`config.mk`:
```
export PLATFORM = sky130hd
export DESIGN_NAME = neuron_accumulator
export DESIGN_NICKNAME = d
export VERILOG_FILES = /design/src/rtl/neuron_accumulator_pkg.sv /design/src/rtl/Fadder_Fsubtractor.sv /design/src/rtl/Fmultiplier.sv /design/src/rtl/neuron_accumulator_lat_wait_cnt.sv /design/src/rtl/neuron_accumulator.sv
export SDC_FILE = /design/constraint.sdc
export NUM_CORES = 2
export LEC_CHECK = 0
export ABC_CLOCK_PERIOD_IN_PS = 28200
export CORE_ASPECT_RATIO = 0.6
export CORE_UTILIZATION = 60
export CTS_CLUSTER_DIAMETER = 150
export CTS_CLUSTER_SIZE = 28
export DETAILED_ROUTE_END_ITERATION = 8
export GPL_TIMING_DRIVEN = 0
export PLACE_DENSITY = 0.78
export SKIP_LAST_GASP = 1
export SLEW_MARGIN = 5
export SYNTH_ARGS = -nofsm -noshare
export SYNTH_HDL_FRONTEND = slang
export SYNTH_SLANG_ARGS = --single-unit
```
`constraint.sdc`:
```
create_clock -name clk -period 28.2 [get_ports clk]
set_input_delay 2.82 -clock clk [delete_from_list [all_inputs] [get_ports clk]]
set_output_delay 2.82 -clock clk [all_outputs]
set_load 0.02 [all_outputs]
```
`src/rtl/neuron_accumulator_pkg.sv`:
```
// Shared float constants and FSM encodings for the neuron accumulator.
// FP_ONE is shared with the sigmoid stage's ONE/TWO constants.
package neuron_accumulator_pkg;

    localparam logic [31:0] FP_ZERO = 32'h0000_0000;
    localparam logic [31:0] FP_ONE  = 32'h3F80_0000;
    localparam logic [31:0] FP_QNAN = 32'h7FC0_0000;

    localparam int LAT_W = 8;

    localparam logic [2:0] ST_IDLE = 3'd0;
    localparam logic [2:0] ST_MUL  = 3'd1;
    localparam logic [2:0] ST_ACC  = 3'd2;
    localparam logic [2:0] ST_BIAS = 3'd3;
    localparam logic [2:0] ST_DONE = 3'd4;

endpackage

```
`src/rtl/Fadder_Fsubtractor.sv`:
```
// IEEE-754 single add/subtract, round-to-nearest-even, subnormals flushed to zero.
// Latency LAT cycles (LAT-1 registers after the combinational core); no backpressure.
module Fadder_Fsubtractor
    import neuron_accumulator_pkg::*;
#(
    parameter int LAT = 2
) (
    input  logic        clk,
    input  logic        reset_n,
    input  logic [31:0] a,
    input  logic [31:0] b,
    input  logic        sub,
    output logic [31:0] result
);

    function automatic logic [31:0] fp_add(input logic [31:0] fa, input logic [31:0] fb);
        logic [31:0] big, sml;
        logic [7:0]  d;
        logic [26:0] mx, my;
        logic        lost;
        logic [27:0] s;
        logic [9:0]  e;
        logic [4:0]  lz;
        logic        found;
        logic [23:0] r;
        logic        sgn;
        if ((fa[30:23] == 8'hFF && fa[22:0] != 0) || (fb[30:23] == 8'hFF && fb[22:0] != 0))
            return FP_QNAN;
        if (fa[30:23] == 8'hFF)
            return (fb[30:23] == 8'hFF && fa[31] != fb[31]) ? FP_QNAN : fa;
        if (fb[30:23] == 8'hFF)
            return fb;
        if (fa[30:23] == 8'h00)
            return (fb[30:23] == 8'h00) ? {fa[31] & fb[31], 31'h0} : fb;
        if (fb[30:23] == 8'h00)
            return fa;
        if (fa[30:0] >= fb[30:0]) begin
            big = fa; sml = fb;
        end else begin
            big = fb; sml = fa;
        end
        sgn = big[31];
        d   = big[30:23] - sml[30:23];
        mx  = {1'b1, big[22:0], 3'b000};
        my  = {1'b1, sml[22:0], 3'b000};
        // Alignment keeps a sticky bit so rounding sees every shifted-out one
        if (d >= 8'd27) begin
            my = 27'd1;
        end else begin
            lost = |(my & ((27'd1 << d) - 27'd1));
            my   = (my >> d) | {26'd0, lost};
        end
        if (big[31] == sml[31]) s = {1'b0, mx} + {1'b0, my};
        else                    s = {1'b0, mx} - {1'b0, my};
        if (s == 28'd0)
            return FP_ZERO;
        e = {2'b00, big[30:23]};
        if (s[27]) begin
            s = {1'b0, s[27:2], s[1] | s[0]};
            e = e + 10'd1;
        end else begin
            lz    = '0;
            found = 1'b0;
            for (int i = 26; i >= 0; i--) begin
                if (!found) begin
                    if (s[i]) found = 1'b1;
                    else      lz    = lz + 5'd1;
                end
            end
            s = s << lz;
            e = e - {5'd0, lz};
        end
        r = {1'b0, s[25:3]} + {23'd0, (s[2] && (s[1] || s[0] || s[3]))};
        if (r[23])
            e = e + 10'd1;
        if (e[9] || e == 10'd0)
            return {sgn, 31'h0};
        if (e >= 10'd255)
            return {sgn, 8'hFF, 23'h0};
        return {sgn, e[7:0], r[22:0]};
    endfunction

    logic [31:0] res_c;
    assign res_c = fp_add(a, {b[31] ^ sub, b[30:0]});

    generate
        if (LAT <= 1) begin : g_comb
            assign result = res_c;
        end else begin : g_pipe
            logic [31:0] pipe [LAT-1];
            always_ff @(posedge clk or negedge reset_n) begin
                if (!reset_n) begin
                    for (int i = 0; i < LAT - 1; i++) pipe[i] <= '0;
                end else begin
                    pipe[0] <= res_c;
                    for (int i = 1; i < LAT - 1; i++) pipe[i] <= pipe[i-1];
                end
            end
            assign result = pipe[LAT-2];
        end
    endgenerate

endmodule

```
`src/rtl/Fmultiplier.sv`:
```
// IEEE-754 single multiply, round-to-nearest-even, subnormals flushed to zero.
// Latency LAT cycles (LAT-1 registers after the combinational core); no backpressure.
module Fmultiplier
    import neuron_accumulator_pkg::*;
#(
    parameter int LAT = 2
) (
    input  logic        clk,
    input  logic        reset_n,
    input  logic [31:0] a,
    input  logic [31:0] b,
    output logic [31:0] result
);

    function automatic logic [31:0] fp_mul(input logic [31:0] fa, input logic [31:0] fb);
        logic        sgn;
        logic [47:0] p;
        logic [9:0]  e;
        logic [22:0] m;
        logic        g;
        logic        st;
        logic [23:0] r;
        sgn = fa[31] ^ fb[31];
        if ((fa[30:23] == 8'hFF && fa[22:0] != 0) || (fb[30:23] == 8'hFF && fb[22:0] != 0))
            return FP_QNAN;
        if (fa[30:23] == 8'hFF || fb[30:23] == 8'hFF)
            return (fa[30:23] == 8'h00 || fb[30:23] == 8'h00) ? FP_QNAN : {sgn, 8'hFF, 23'h0};
        if (fa[30:23] == 8'h00 || fb[30:23] == 8'h00)
            return {sgn, 31'h0};
        p = {24'd0, 1'b1, fa[22:0]} * {24'd0, 1'b1, fb[22:0]};
        e = {2'b00, fa[30:23]} + {2'b00, fb[30:23]} - 10'd127;
        if (p[47]) begin
            m  = p[46:24];
            g  = p[23];
            st = |p[22:0];
            e  = e + 10'd1;
        end else begin
            m  = p[45:23];
            g  = p[22];
            st = |p[21:0];
        end
        r = {1'b0, m} + {23'd0, (g && (st || m[0]))};
        if (r[23])
            e = e + 10'd1;
        if (e[9] || e == 10'd0)
            return {sgn, 31'h0};
        if (e >= 10'd255)
            return {sgn, 8'hFF, 23'h0};
        return {sgn, e[7:0], r[22:0]};
    endfunction

    logic [31:0] res_c;
    assign res_c = fp_mul(a, b);

    generate
        if (LAT <= 1) begin : g_comb
            assign result = res_c;
        end else begin : g_pipe
            logic [31:0] pipe [LAT-1];
            always_ff @(posedge clk or negedge reset_n) begin
                if (!reset_n) begin
                    for (int i = 0; i < LAT - 1; i++) pipe[i] <= '0;
                end else begin
                    pipe[0] <= res_c;
                    for (int i = 1; i < LAT - 1; i++) pipe[i] <= pipe[i-1];
                end
            end
            assign result = pipe[LAT-2];
        end
    endgenerate

endmodule

```
`src/rtl/neuron_accumulator_lat_wait_cnt.sv`:
```
// Loadable down-counter timing the multiplier/adder waits; done is high at zero.
// Latency: a load of N gives done N cycles later; no backpressure.
module lat_wait_cnt #(
    parameter int W = 8
) (
    input  logic         clk,
    input  logic         reset_n,
    input  logic         load,
    input  logic [W-1:0] load_val,
    output logic         done
);

    logic [W-1:0] cnt;

    always_ff @(posedge clk or negedge reset_n) begin
        if (!reset_n)            cnt <= '0;
        else if (load)           cnt <= load_val;
        else if (cnt != '0)      cnt <= cnt - 1'b1;
    end

    assign done = (cnt == '0);

endmodule

```
`src/rtl/neuron_accumulator.sv`:
```
// Neuron weighted sum: net = sum(x*w) (+ bias when NEURON_ACC_BIAS_EN is defined).
// Latency: 1+MUL_LAT+ADD_LAT per term, plus ADD_LAT for bias on the last term.
// Backpressure: in_ready only in IDLE; net/out_valid held until out_ready.
module neuron_accumulator
    import neuron_accumulator_pkg::*;
#(
    parameter int MUL_LAT = 2,
    parameter int ADD_LAT = 2,
    parameter int CNT_W   = 8
) (
    input  logic             clk,
    input  logic             reset_n,
    input  logic             in_valid,
    output logic             in_ready,
    input  logic [31:0]      x,
    input  logic [31:0]      w,
    input  logic             in_last,
    input  logic [31:0]      bias,
    output logic             out_valid,
    input  logic             out_ready,
    output logic [31:0]      net,
    output logic [CNT_W-1:0] term_cnt,
    output logic             cnt_ovf
);

    logic [2:0]       state;
    logic [31:0]      x_reg, w_reg, prod_reg, acc;
    logic             last_reg;
    logic [31:0]      mul_res, add_res, add_b;
    logic             accept;
    logic             wc_load, wc_done;
    logic [LAT_W-1:0] wc_val;

`ifdef NEURON_ACC_BIAS_EN
    logic [31:0] bias_reg;
    assign add_b = (state == ST_BIAS) ? bias_reg : prod_reg;
`else
    logic bias_unused;
    assign bias_unused = ^bias;
    assign add_b = prod_reg;
`endif

    assign in_ready  = (state == ST_IDLE);
    assign out_valid = (state == ST_DONE);
    assign net       = acc;
    assign accept    = in_valid && in_ready;

    Fmultiplier #(.LAT(MUL_LAT)) u_mul (
        .clk     (clk),
        .reset_n (reset_n),
        .a       (x_reg),
        .b       (w_reg),
        .result  (mul_res)
    );

    Fadder_Fsubtractor #(.LAT(ADD_LAT)) u_add (
        .clk     (clk),
        .reset_n (reset_n),
        .a       (acc),
        .b       (add_b),
        .sub     (1'b0),
        .result  (add_res)
    );

    // Loading LAT-1 makes each wait state last exactly LAT cycles
    always_comb begin
        wc_load = 1'b0;
        wc_val  = '0;
        if (accept) begin
            wc_load = 1'b1;
            wc_val  = LAT_W'(MUL_LAT - 1);
        end else if (state == ST_MUL && wc_done) begin
            wc_load = 1'b1;
            wc_val  = LAT_W'(ADD_LAT - 1);
        end
`ifdef NEURON_ACC_BIAS_EN
        else if (state == ST_ACC && wc_done && last_reg) begin
            wc_load = 1'b1;
            wc_val  = LAT_W'(ADD_LAT - 1);
        end
`endif
    end

    lat_wait_cnt #(.W(LAT_W)) u_wait (
        .clk      (clk),
        .reset_n  (reset_n),
        .load     (wc_load),
        .load_val (wc_val),
        .done     (wc_done)
    );

    always_ff @(posedge clk or negedge reset_n) begin
        if (!reset_n) begin
            state    <= ST_IDLE;
            x_reg    <= '0;
            w_reg    <= '0;
            last_reg <= 1'b0;
            prod_reg <= '0;
            acc      <= FP_ZERO;
            term_cnt <= '0;
            cnt_ovf  <= 1'b0;
`ifdef NEURON_ACC_BIAS_EN
            bias_reg <= '0;
`endif
        end else begin
            case (state)
                ST_IDLE: begin
                    if (accept) begin
                        x_reg    <= x;
                        w_reg    <= w;
                        last_reg <= in_last;
`ifdef NEURON_ACC_BIAS_EN
                        if (in_last) bias_reg <= bias;
`endif
                        if (&term_cnt) cnt_ovf  <= 1'b1;
                        else           term_cnt <= term_cnt + 1'b1;
                        state <= ST_MUL;
                    end
                end
                ST_MUL: begin
                    if (wc_done) begin
                        prod_reg <= mul_res;
                        state    <= ST_ACC;
                    end
                end
                ST_ACC: begin
                    if (wc_done) begin
                        acc <= add_res;
`ifdef NEURON_ACC_BIAS_EN
                        state <= last_reg ? ST_BIAS : ST_IDLE;
`else
                        state <= last_reg ? ST_DONE : ST_IDLE;
`endif
                    end
                end
`ifdef NEURON_ACC_BIAS_EN
                ST_BIAS: begin
                    if (wc_done) begin
                        acc   <= add_res;
                        state <= ST_DONE;
                    end
                end
`endif
                ST_DONE: begin
                    if (out_ready) begin
                        acc      <= FP_ZERO;
                        term_cnt <= '0;
                        cnt_ovf  <= 1'b0;
                        state    <= ST_IDLE;
                    end
                end
                default: state <= ST_IDLE;
            endcase
        end
    end

endmodule

```
==> flow_summary.ini <==
[yosys]
seq_area_frac_synth = 0.1258
syn_nets = 6219
synth-seq-cells = 213
synth_edf_count = 0
yosysWarnings = 0
ys.flop_type = dfrtp_1
postSynthCellCount = 5333
ys_types = 114
async_flop_share = 1.000
postSynthAreaPerCell_um2 = 7.948
netlist_area_um2 = 42380

[status]
status = complete, no violations

[timing]
layout_setup_ws_ps = 894.1
finalHoldViolations = 0
fin_crit_sh = 0.9683
drv_slew = 0
min_period_ps = 27310
tightest_slew_ps = 1353
relSlewSlack = 0.08976
hold_ws_ps = 449.5
fmax_mhz = 36.62
finalSetupViolations = 0
skew_ps = 65.14
setup_tns_ps = 0

[die]
initial_core_util = 0.6063
coreArea_um2 = 69910
dieHeight_um = 207.9
dieArea_um2 = 71740
rows = 75
io_pins = 144
die_x_um = 345.1

[critical_path]
required_ps = 28570
crit_top_cell = ha_1
crit_fanout = 10
endpoint_kind = register
critPathKind = reg -> reg
crit_arrival_ps = 27670
startpoint_type = register
critical_path.max_stage_delay_ps = 610
slowest_stage = or4_1

[global_routing]
track_usage = 0.4928
grt_first_pass_wirelength_um = 260900
grt_pass1_vias = 40300
grt_max_degree = 93
antenna_found_initial = 16
overflow = 0

[clocking]
cts_sinks = 213
clockBufferDepth = 3
hold_buffers = 0
path_clk_slew_ps = 120
cts_tree = yes
htree_levels = 1
root_buffer = clkbuf_16
cts_made_buffers = 12
clock_latency_ps = 560

[drt]
ant_nets = 0
num_vias = 43570
drc = 0
drt_iter0_drc = 7318
drtPass1Iterations = 8
drt-total-wl_um = 181100
viasPerCell = 6.772
wl_per_cell_um = 28.14

[finish]
final_area_um2 = 45950
area_delta_synth_final_pct = 8.405
drive_above_1_share = 0.06239
final_cell_mix = nand2_1, inv_1, fa_1
layout_commonest_cell = nand2_1
layout.nets = 6382
fillers = 5984

[hold_path]
min_path_type = reg -> reg

[place]
dp_hpwl_um = 150400
place_area_um2 = 44750
pre_cts_slack_ps = -3284
gp_congestion = 1.140
port_buffers = 111

[flow_run]
maxCapViolations = 0
[what timing repair did]
item	4_1_cts	5_1_grt
endpoints found under the setup margin	31	31
pin swaps	5	14
setup buffers	6	31
resized for setup	45	120
endpoints found under the hold margin	0	0
[area by class of cell]
type	instances	area, um^2	area share
sequential	213	5375	0.1170
inverter	635	2399	0.05220
multi-input combinational	4203	33980	0.7396
tap	924	1156	0.02516
buffer	277	1142	0.02486
timing repair buffer	154	1491	0.03246
clock buffer	13	325.3	0.007080
clock inverter	3	45.04	0.0009803
antenna	12	30.03	0.0006536
[metrics by stage]
step	utilization	instances
floorplan	-	5333
global placement	0.6387	6368
detailed placement	0.6402	6373
CTS	0.6485	6394
global route	0.6570	6427
finish	0.6572	6434
[layer usage]
layer  track usage  vias up  part of all wire  wire length [um]
met4       0.06142       44             0.020              3643
met5       0.09809        -            0.0068              1230
met3        0.3761      438              0.23             41780
met1        0.7258    21160              0.41             74920
li1              -    18140                 -                 -
met2        0.5445     3786              0.33             59480
[cells in the mapped netlist, types with 62 or more instances]
library cell	instances	area (um^2)
and2_1	254	1589
nor3_1	102	510.5
nand3_1	119	595.6
clkbuf_1	237	889.6
fa_1	485	9709
nor2_1	328	1231
dfrtp_1	213	5330
nand4_1	62	387.9
inv_1	628	2357
nand2_1	906	3401
mux2i_1	88	880.8
o21ai_0	221	1106
xnor2_1	131	1147
xor2_1	66	578.1
ha_1	300	3754
a21oi_1	294	1471
[logic make-up after synthesis]
logic type      synth area share
simple gates              0.2275
compound gates            0.1529
buf+inv                  0.08233
fa+ha+maj                 0.3186
flops                     0.1258
xor+xnor                 0.04732
mux                      0.04558
[critical path: cells and delay by family (launching register included)]
kind	cells	cell delay (ps)
compound gates	54	10900
simple gates	29	4620
fa+ha+maj	14	4410
buf+inv	15	3280
mux	14	3090
flops	1	560
xor+xnor	1	140
[final timing paths]
kind	from	endpoint	slack [ps]	cells past startpoint
max	add_b[11]	u_add.result[0]	890	127
min	u_add.result[10]	net[10]	450	2
max reg2reg	add_b[11]	u_add.result[0]	890	127
min reg2reg	u_add.result[10]	net[10]	450	2
max in group asynchronous	reset_n	net[27]	24680	3
min in group asynchronous	reset_n	x_reg[16]	2120	1
Power is not shown: default switching activity piles up to over one toggle a cycle in this logic, so the estimate is an artifact.
